File: src/rtl/ddr3_frame_writer.sv
// rtl/ddr3_frame_writer.sv - packs 32-bit pixels into 128-bit words and burst-writes frames over Avalon-MM
// Optional stall counter is built when DDR3_WRITER_STATS_EN is defined.
module ddr3_frame_writer #(
    parameter int BURST_LEN  = 4,
    parameter int FIFO_DEPTH = 16
) (
    input  logic         clk,
    input  logic         reset_n,
    input  logic         enable,
    input  logic [25:0]  frame_base_addr,
    input  logic [25:0]  frame_words,
    input  logic         pix_valid,
    output logic         pix_ready,
    input  logic         pix_sof,
    input  logic [31:0]  pix_data,
    input  logic         ddr3_avl_ready,
    output logic         ddr3_avl_burstbegin,
    output logic [2:0]   ddr3_avl_size,
    output logic         ddr3_avl_write_req,
    output logic [127:0] ddr3_avl_wr_data,
    output logic [25:0]  ddr3_avl_addr,
    output logic         frame_done,
    output logic         busy,
    output logic         sof_err,
    output logic [15:0]  stall_count
);
    localparam int AW = $clog2(FIFO_DEPTH);
    localparam int CW = AW + 1;
    localparam logic ST_IDLE  = 1'b0;
    localparam logic ST_BURST = 1'b1;
    localparam logic [2:0]    BL3      = 3'(BURST_LEN);
    localparam logic [25:0]   BL26     = 26'(BURST_LEN);
    localparam logic [CW-1:0] FULL_CNT = CW'(FIFO_DEPTH);

    logic          state_q, state_d;
    logic [1:0]    lane_q, lane_d;
    logic [95:0]   pack_q, pack_d;
    logic          frame_active_q, frame_active_d;
    logic [25:0]   wptr_q, wptr_d;
    logic [25:0]   remaining_q, remaining_d;
    logic [AW-1:0] wr_ptr_q, wr_ptr_d;
    logic [AW-1:0] rd_ptr_q, rd_ptr_d;
    logic [CW-1:0] fifo_cnt_q, fifo_cnt_d;
    logic [25:0]   addr_q, addr_d;
    logic [2:0]    size_q, size_d;
    logic [2:0]    beat_q, beat_d;
    logic          burstbegin_q, burstbegin_d;
    logic          write_req_q, write_req_d;
    logic          done_q, done_d;
    logic          sof_err_q, sof_err_d;

    logic [127:0]  fifo_mem [FIFO_DEPTH];
    logic          push;
    logic [127:0]  push_data;
    logic          fifo_full;
    logic          pix_acc;
    logic          beat;
    logic          last_beat;
    logic [25:0]   rem_after;
    logic          frame_end;
    logic          frame_free;
    logic          frame_start;
    logic [2:0]    size_calc;

    always_comb begin
        fifo_full   = (fifo_cnt_q == FULL_CNT);
        pix_ready   = enable && !(lane_q == 2'd3 && fifo_full);
        pix_acc     = pix_valid && pix_ready;
        beat        = write_req_q && ddr3_avl_ready;
        last_beat   = beat && (beat_q == size_q - 3'd1);
        rem_after   = remaining_q - {23'd0, size_q};
        frame_end   = last_beat && (rem_after == 26'd0);
        // A frame finishing this cycle frees the slot for a back-to-back start.
        frame_free  = !frame_active_q || frame_end;
        frame_start = pix_acc && pix_sof && frame_free;
        size_calc   = (remaining_q < BL26) ? remaining_q[2:0] : BL3;
    end

    always_comb begin
        state_d        = state_q;
        lane_d         = lane_q;
        pack_d         = pack_q;
        frame_active_d = frame_active_q;
        wptr_d         = wptr_q;
        remaining_d    = remaining_q;
        addr_d         = addr_q;
        size_d         = size_q;
        beat_d         = beat_q;
        burstbegin_d   = burstbegin_q;
        write_req_d    = write_req_q;
        done_d         = 1'b0;
        sof_err_d      = sof_err_q;
        push           = 1'b0;
        push_data      = {pix_data, pack_q};

        case (state_q)
            ST_IDLE: begin
                if (size_calc != 3'd0 &&
                    {{(32-CW){1'b0}}, fifo_cnt_q} >= {29'd0, size_calc}) begin
                    state_d      = ST_BURST;
                    addr_d       = wptr_q;
                    size_d       = size_calc;
                    beat_d       = 3'd0;
                    burstbegin_d = 1'b1;
                    write_req_d  = 1'b1;
                end
            end
            ST_BURST: begin
                if (beat) begin
                    burstbegin_d = 1'b0;
                    beat_d       = beat_q + 3'd1;
                    if (last_beat) begin
                        write_req_d = 1'b0;
                        state_d     = ST_IDLE;
                        wptr_d      = wptr_q + {23'd0, size_q};
                        remaining_d = rem_after;
                        if (frame_end) begin
                            done_d         = 1'b1;
                            frame_active_d = 1'b0;
                        end
                    end
                end
            end
            default: state_d = ST_IDLE;
        endcase

        if (frame_start) begin
            frame_active_d = 1'b1;
            wptr_d         = frame_base_addr;
            remaining_d    = frame_words;
            lane_d         = 2'd1;
            pack_d[31:0]   = pix_data;
        end else if (pix_acc && !frame_free) begin
            // A stray sof inside a frame is flagged but packed as ordinary data.
            if (pix_sof) begin
                sof_err_d = 1'b1;
            end
            case (lane_q)
                2'd0: begin pack_d[31:0]  = pix_data; lane_d = 2'd1; end
                2'd1: begin pack_d[63:32] = pix_data; lane_d = 2'd2; end
                2'd2: begin pack_d[95:64] = pix_data; lane_d = 2'd3; end
                default: begin push = 1'b1; lane_d = 2'd0; end
            endcase
        end

        wr_ptr_d   = wr_ptr_q + AW'(push);
        rd_ptr_d   = rd_ptr_q + AW'(beat);
        fifo_cnt_d = fifo_cnt_q + CW'(push) - CW'(beat);
    end

    always_ff @(posedge clk or negedge reset_n) begin
        if (!reset_n) begin
            state_q        <= ST_IDLE;
            lane_q         <= 2'd0;
            pack_q         <= '0;
            frame_active_q <= 1'b0;
            wptr_q         <= '0;
            remaining_q    <= '0;
            wr_ptr_q       <= '0;
            rd_ptr_q       <= '0;
            fifo_cnt_q     <= '0;
            addr_q         <= '0;
            size_q         <= '0;
            beat_q         <= '0;
            burstbegin_q   <= 1'b0;
            write_req_q    <= 1'b0;
            done_q         <= 1'b0;
            sof_err_q      <= 1'b0;
        end else begin
            state_q        <= state_d;
            lane_q         <= lane_d;
            pack_q         <= pack_d;
            frame_active_q <= frame_active_d;
            wptr_q         <= wptr_d;
            remaining_q    <= remaining_d;
            wr_ptr_q       <= wr_ptr_d;
            rd_ptr_q       <= rd_ptr_d;
            fifo_cnt_q     <= fifo_cnt_d;
            addr_q         <= addr_d;
            size_q         <= size_d;
            beat_q         <= beat_d;
            burstbegin_q   <= burstbegin_d;
            write_req_q    <= write_req_d;
            done_q         <= done_d;
            sof_err_q      <= sof_err_d;
        end
    end

    always_ff @(posedge clk) begin
        if (push) begin
            fifo_mem[wr_ptr_q] <= push_data;
        end
    end

`ifdef DDR3_WRITER_STATS_EN
    logic [15:0] stall_q, stall_d;

    always_comb begin
        stall_d = stall_q;
        if (frame_start) begin
            stall_d = 16'd0;
        end else if (write_req_q && !ddr3_avl_ready && stall_q != 16'hFFFF) begin
            stall_d = stall_q + 16'd1;
        end
    end

    always_ff @(posedge clk or negedge reset_n) begin
        if (!reset_n) begin
            stall_q <= 16'd0;
        end else begin
            stall_q <= stall_d;
        end
    end

    assign stall_count = stall_q;
`else
    assign stall_count = 16'd0;
`endif

    assign ddr3_avl_burstbegin = burstbegin_q;
    assign ddr3_avl_size       = size_q;
    assign ddr3_avl_write_req  = write_req_q;
    assign ddr3_avl_wr_data    = write_req_q ? fifo_mem[rd_ptr_q] : 128'd0;
    assign ddr3_avl_addr       = addr_q;
    assign frame_done          = done_q;
    assign busy                = frame_active_q || (fifo_cnt_q != '0) || write_req_q;
    assign sof_err             = sof_err_q;

endmodule
File: config.mk
export PLATFORM = sky130hd
export DESIGN_NAME = ddr3_frame_writer
export DESIGN_NICKNAME = d
export VERILOG_FILES = /design/src/rtl/ddr3_frame_writer.sv
export SDC_FILE = /design/constraint.sdc
export NUM_CORES = 2
export LEC_CHECK = 0
export ABC_AREA = 0
export ABC_CLOCK_PERIOD_IN_PS = 15200
export BUFFER_PORTS_ARGS = -buffer_cell sky130_fd_sc_hd__buf_2
export CORE_MARGIN = 5
export CORE_UTILIZATION = 56
export DETAILED_ROUTE_END_ITERATION = 10
export GPL_TIMING_DRIVEN = 1
export PLACE_DENSITY = 0.78
export SLEW_MARGIN = 20
export SYNTH_ARGS = -nofsm -noshare
export SYNTH_HDL_FRONTEND = slang
export SYNTH_SLANG_ARGS = --single-unit
File: constraint.sdc
create_clock -name clk -period 15.2 [get_ports clk]
set_input_delay 3.04 -clock clk [delete_from_list [all_inputs] [get_ports clk]]
set_output_delay 3.04 -clock clk [all_outputs]
set_load 0.01 [all_outputs]
Yosys cells after proc, flatten, opt, wreduce, memory -nomap -nowiden

Memory sizes are Yosys's and may differ from the RTL's.
Index checks and enable logic that the tools add are counted.

$add $sub $neg: 8
$mul: 0
Divide/modulo/power cells: 0
$lt $le $gt $ge: 2
Eq/ne operators: 8
Shift operators: 0
Mux-type cells: 43
Bitwise operators: 2
Reduce and logical (&&, ||, !) cells: 36

Operator list:

| cell                                                                  | count |
|---|---|
| 26-bit 2-to-1 mux                                                     | 8 |
| 128-bit 2-to-1 mux                                                    | 1 |
| 32-bit 2-to-1 mux                                                     | 3 |
| 26-bit by 3-bit adder with 26-bit output                              | 1 |
| 26-bit zero test                                                      | 1 |
| 26-bit by 3-bit < comparator with 1-bit output, second input constant | 1 |
| 26-bit by 3-bit subtractor with 26-bit output                         | 1 |
| 1-bit 2-to-1 mux                                                      | 21 |
| 3-bit AND reduction                                                   | 5 |
| 2-bit nonzero test                                                    | 6 |
| 1-bit logical AND                                                     | 10 |
| 3-bit 2-to-1 mux                                                      | 3 |
| 4-bit by 1-bit adder with 4-bit output                                | 2 |
| 1-bit one-hot mux with 2 select lines                                 | 3 |
| 2-bit one-hot mux with 3 select lines                                 | 1 |
| 3-bit one-hot mux with 2 select lines                                 | 1 |
| 2-bit AND reduction                                                   | 3 |
| 5-bit by 1-bit adder with 5-bit output                                | 1 |
| 5-bit equality test, second input constant                            | 1 |
| 5-bit by 3-bit >= comparator with 1-bit output                        | 1 |
| 5-bit nonzero test                                                    | 1 |
| 5-bit by 1-bit subtractor with 5-bit output                           | 1 |
| 2-bit equality test, second input constant                            | 2 |
| 2-bit 2-to-1 mux                                                      | 2 |
| 13 further kinds                                                      | 19 |

Register bits: 201
Latch bits: 0
Memory bits (writable): 2,048
Bits in read-only memories: 0
Logic and storage cells: 118
Memories: 1

Memories:

| name     | depth | bits a word | read ports | clocked after Yosys merged registers in | wr ports | RTL line | source |
|---|---|---|---|---|---|---|---|
| fifo_mem | 16    | 128         | 1          | 0                                       | 1        | 52       | `logic [127:0] fifo_mem [FIFO_DEPTH];` |

Logic depth before layout (Yosys ltp)

Depth in word-level cells: 11
Depth in mapped cells: 21
Depth with buffers taken out: 19

Least setup slack after synthesis

Ideal clock, no wire load.

Path kind: input-to-reg
Start point: input port ddr3_avl_ready
End point: memory fifo_mem[8][0], enable pin
Library setup time: 0.929 ns
Arrival: 16.348 ns
Required time: 14.271 ns
Path slack: -2.077 ns
Cell stages on the path: 9
Cells stage by stage: and2_1 -> o2111a_1 -> o2111ai_1 -> a2111oi_0 -> and3_4 -> nor2_4 -> nand2_1 -> buf_1 -> nor4_1

Cells in the longest elaborated chain, start to end: 10
Elaborated cells between the ends (all ways): 11
Classes of those cells: mux: 4; reduce/logical: 7

Ends and longest elaborated chain:

| item                                     | RTL line | source |
|---|---|---|
| start, declared                          | 16       | `input logic ddr3_avl_ready,` |
| 1-bit logical AND *                      | 69       | `beat = write_req_q && ddr3_avl_ready;` |
| 1-bit logical AND *                      | 70       | `last_beat = beat && (beat_q == size_q - 3'd1);` |
| 1-bit logical AND *                      | 72       | `frame_end = last_beat && (rem_after == 26'd0);` |
| 1-bit logical OR *                       | 74       | `frame_free = !frame_active_q \|\| frame_end;` |
| 1-bit zero test                          | 133      | `end else if (pix_acc && !frame_free) begin` |
| 1-bit logical AND                        | 133      |  |
| 1-bit 2-to-1 mux                         | 133      |  |
| 1-bit 2-to-1 mux *                       | 127      | `if (frame_start) begin` |
| 1-bit 2-to-1 mux *                       | 190      | `if (push) begin` |
| 1-bit 2-to-1 mux (not written as such) * | 191      | `fifo_mem[wr_ptr_q] <= push_data;` |
| end, declared                            | 52       |  |

Every way passes the cells marked *; elsewhere a longest branch is shown, timed or not.

Worst setup path after layout

Start point: register rd_ptr_q[0]
End point: output port ddr3_avl_wr_data[43]

Cells in the longest elaborated chain, start to end: 2

Ends and longest elaborated chain:

| item                     | RTL line | source |
|---|---|---|
| start, declared          | 42       | `logic [AW-1:0] rd_ptr_q, rd_ptr_d;` |
| start signal, assigned   | 177      | `rd_ptr_q <= rd_ptr_d;` |
| memory read 16 x 128 bit | -        |  |
| 128-bit 2-to-1 mux       | 223      | `assign ddr3_avl_wr_data = write_req_q ? fifo_mem[rd_ptr_q] : 128'd0;` |
| end, declared            | 20       | `output logic [127:0] ddr3_avl_wr_data,` |

No other way between the ends.

==> impl_metrics.tcl <==
set metrics [dict create \
    syn_area_um2 86900 \
    syn_inst 3799 \
    synth_edf_count 2048 \
    async_reset_ff_share_pct 8.94 \
    drv_slew 0 \
    worst_slack_ps 6940 \
    critPathLaunchType "flop" \
    clk_pin_slew_ps 60 \
    ys_seq_area_share_pct 76.5 \
    core_um2 154000 \
    clkLatencyLatePin_ps 830 \
    dp_hpwl_um 103000 \
    nets 4257 \
    endpoint_kind "output port" \
    clock_sinks 2249 \
    fillers 9772 \
    cts-htree-levels 4 \
    avgSynthCellArea_um2 22.9 \
    leakage_nw 32.1 \
    fp.dieH_um 404 \
    seq_area_um2 66500 \
    ir_worst_vdd_mv 0.157 \
    die_x_um 404 \
    cts_resized 0 \
    finalHoldViolations 0 \
    clock_skew_ps 27.9 \
    crit_arrival_ps 5220 \
    multi_input_comb_area_um2 19600 \
    synth_top_area_share_pct 70.7 \
    vias 41900 \
    overflow 0 \
    rr_worst_depth 14 \
    design.die.area_um2 163000 \
    synthToLayoutAreaGrowth_pct 12.4 \
    cts_buffers 207 \
    antenna_found_initial 25 \
    first_pass_iters 7 \
    wirelength_um 217000 \
    rsz0062_at_grt "false" \
    drt_iter0_drc 6541 \
    power_density_nw_per_um2 191 \
    cap_violations 0 \
    viasPerCell 6.56 \
    clockBufferDepth 3 \
    antenna_left 0 \
    drive_above_1_share_pct 33.2 \
    yosysUniqueCellTypes 58 \
    drc 0 \
    num_rows 144 \
    portBuffers 252 \
    place_area_um2 90700 \
    setup_violations 0 \
    io_pins 269 \
    path_max_fanout 114 \
    yosysMostFrequentCell "edfxtp_1" \
    fin_crit_ps 8260 \
    postCtsSetupBuffers 0 \
    globalplace.congestion 0.803 \
    initial_utilization_pct 56.4 \
    cts_tree "built" \
    hold_class "reg2reg" \
    fmax_mhz 121 \
    grt_max_degree 115 \
    design_area_um2 97700 \
    clk_root_buffer_cell "clkbuf_16" \
    worst-setup-path-type "reg2out" \
    status "finished, final reports clean" \
    dp_slack_ps 7150 \
    tightest_slew_ps 1140 \
    relSlewSlack_pct 24.3 \
    synthTopCellsByArea "edfxtp_1, mux4_2, dfrtp_1" \
    grt_pass1_wl_um 313000 \
    wl_per_cell_um 34.0 \
    synth_top_cell_by_area "edfxtp_1" \
    synth_commonest_cells "edfxtp_1, mux4_2, dfrtp_1, clkbuf_1, and2_1" \
    first_global_vias 44200 \
    holdPathStages 1 \
    ys_ff_latch 2249 \
    yosysWarnings 0 \
    synth_flop_cell "edfxtp_1" \
    grt_usage_pct 27.0 \
    crit_required_ps 12160 \
    fin_crit_sh_pct 54.4 \
    hold_buffers 0 \
]
## registers in the layout, indices dropped and copies added, names as in the netlist, 2 cells and up
register,flops
fifo_mem,2048
pack_q,96
ddr3_avl_addr,26
remaining_q,26
wptr_q,26
fifo_cnt_q,5
rd_ptr_q,4
wr_ptr_q,4
beat_q,3
ddr3_avl_size,3
lane_q,2
## kinds of logic after synthesis
| group | after synthesis | share of synthesized area [%] |
|---|---|---|
| muxes | 764 | 18.3 |
| buffers and inverters | 240 | 1.17 |
| and+or+nand+nor | 352 | 2.23 |
| other | 1 | 0.00431 |
| AOI/OAI and AO/OA | 100 | 0.673 |
| adders and majority gates | 31 | 0.472 |
| xor gates and xnor gates | 62 | 0.625 |
| DFF | 2249 | 76.5 |
## power breakdown
group	leakage (nW)	switching (mW)	internal [mW]	total (mW)
registers	21.0	0.799	7.62	8.42
clock network	3.40	2.29	3.00	5.29
logic	7.64	2.51	2.46	4.97
total	32.1	5.60	13.1	18.7
## critical path, stage by stage (launching register included)
cell and delay (ps):
dfrtp_4 610, buf_12 650, buf_6 690, buf_4 650, mux4_2 620, mux4_2 490, and2_1 210, buf_2 160
## stage by stage
| stage | total power [mW] | util, % | std cells | hold WS (ps) | TNS [ps] |
|---|---|---|---|---|---|
| final | 18.7 | 63.3 | 6376 | 484 | 0 |
| after global routing | 19.4 | 63.3 | 6366 | 517 | 0 |
| after CTS | 18.8 | 63.3 | 6359 | 483 | 0 |
| after detailed placement | 13.5 | 58.8 | 5969 | 463 | 0 |
| after global placement | 13.3 | 58.8 | 5969 | 465 | 0 |
| after floorplan | 11.7 | - | 3814 | 476 | -934560 |
## path summary, 6_finish.rpt
path | start | end | slack [ps]
worst max-delay path | rd_ptr_q[0]$_DFF_PN0_ | ddr3_avl_wr_data[43] | 6940
worst min-delay path | sof_err$_DFFE_PN0P_ | sof_err$_DFFE_PN0P_ | 480
min in group asynchronous | reset_n | remaining_q[11]$_DFFE_PN0P_ | 2290
worst min register to register | sof_err$_DFFE_PN0P_ | sof_err$_DFFE_PN0P_ | 480
max in group asynchronous | reset_n | pack_q[49]$_DFFE_PN0P_ | 11400
worst max register to register | ddr3_avl_size[2]$_DFFE_PN0P_ | fifo_mem[6][102]$_DFFE_PP_ | 8040
## area by class of cell
| class | instances | area share [%] |
|---|---|---|
| Clock inverter | 101 | 1.05 |
| Antenna cell | 15 | 0.0384 |
| Multi-Input combinational cell | 1325 | 20.0 |
| Tap cell | 2044 | 2.62 |
| Inverter | 27 | 0.104 |
| Timing Repair Buffer | 326 | 2.01 |
| Clock buffer | 289 | 6.03 |
| Sequential cell | 2249 | 68.1 |
## metal layers
metal	routed length (um)	GRT usage, %	vias up
li1	-	-	16500
met4	8520	10.5	14
met3	25800	7.79	448
met5	91	0	-
met2	107000	43.7	2906
met1	75300	35.2	22000
## placed cells by master, fill, tap and decap left out, types with 28 or more instances in the layout
master / netlist / layout
clkinv_2: 0 / 37
and2_1: 134 / 134
nand2_1: 86 / 84
o21ai_0: 63 / 63
buf_2: 7 / 251
ha_1: 28 / 28
clkbuf_8: 0 / 32
dfrtp_1: 201 / 196
xor2_1: 36 / 36
clkbuf_1: 135 / 46
clkbuf_16: 0 / 211
mux2_2: 85 / 85
buf_4: 16 / 63
edfxtp_1: 2048 / 2048
mux4_2: 640 / 640
mux2_4: 30 / 30
Power figures use the tool's default switching activity.
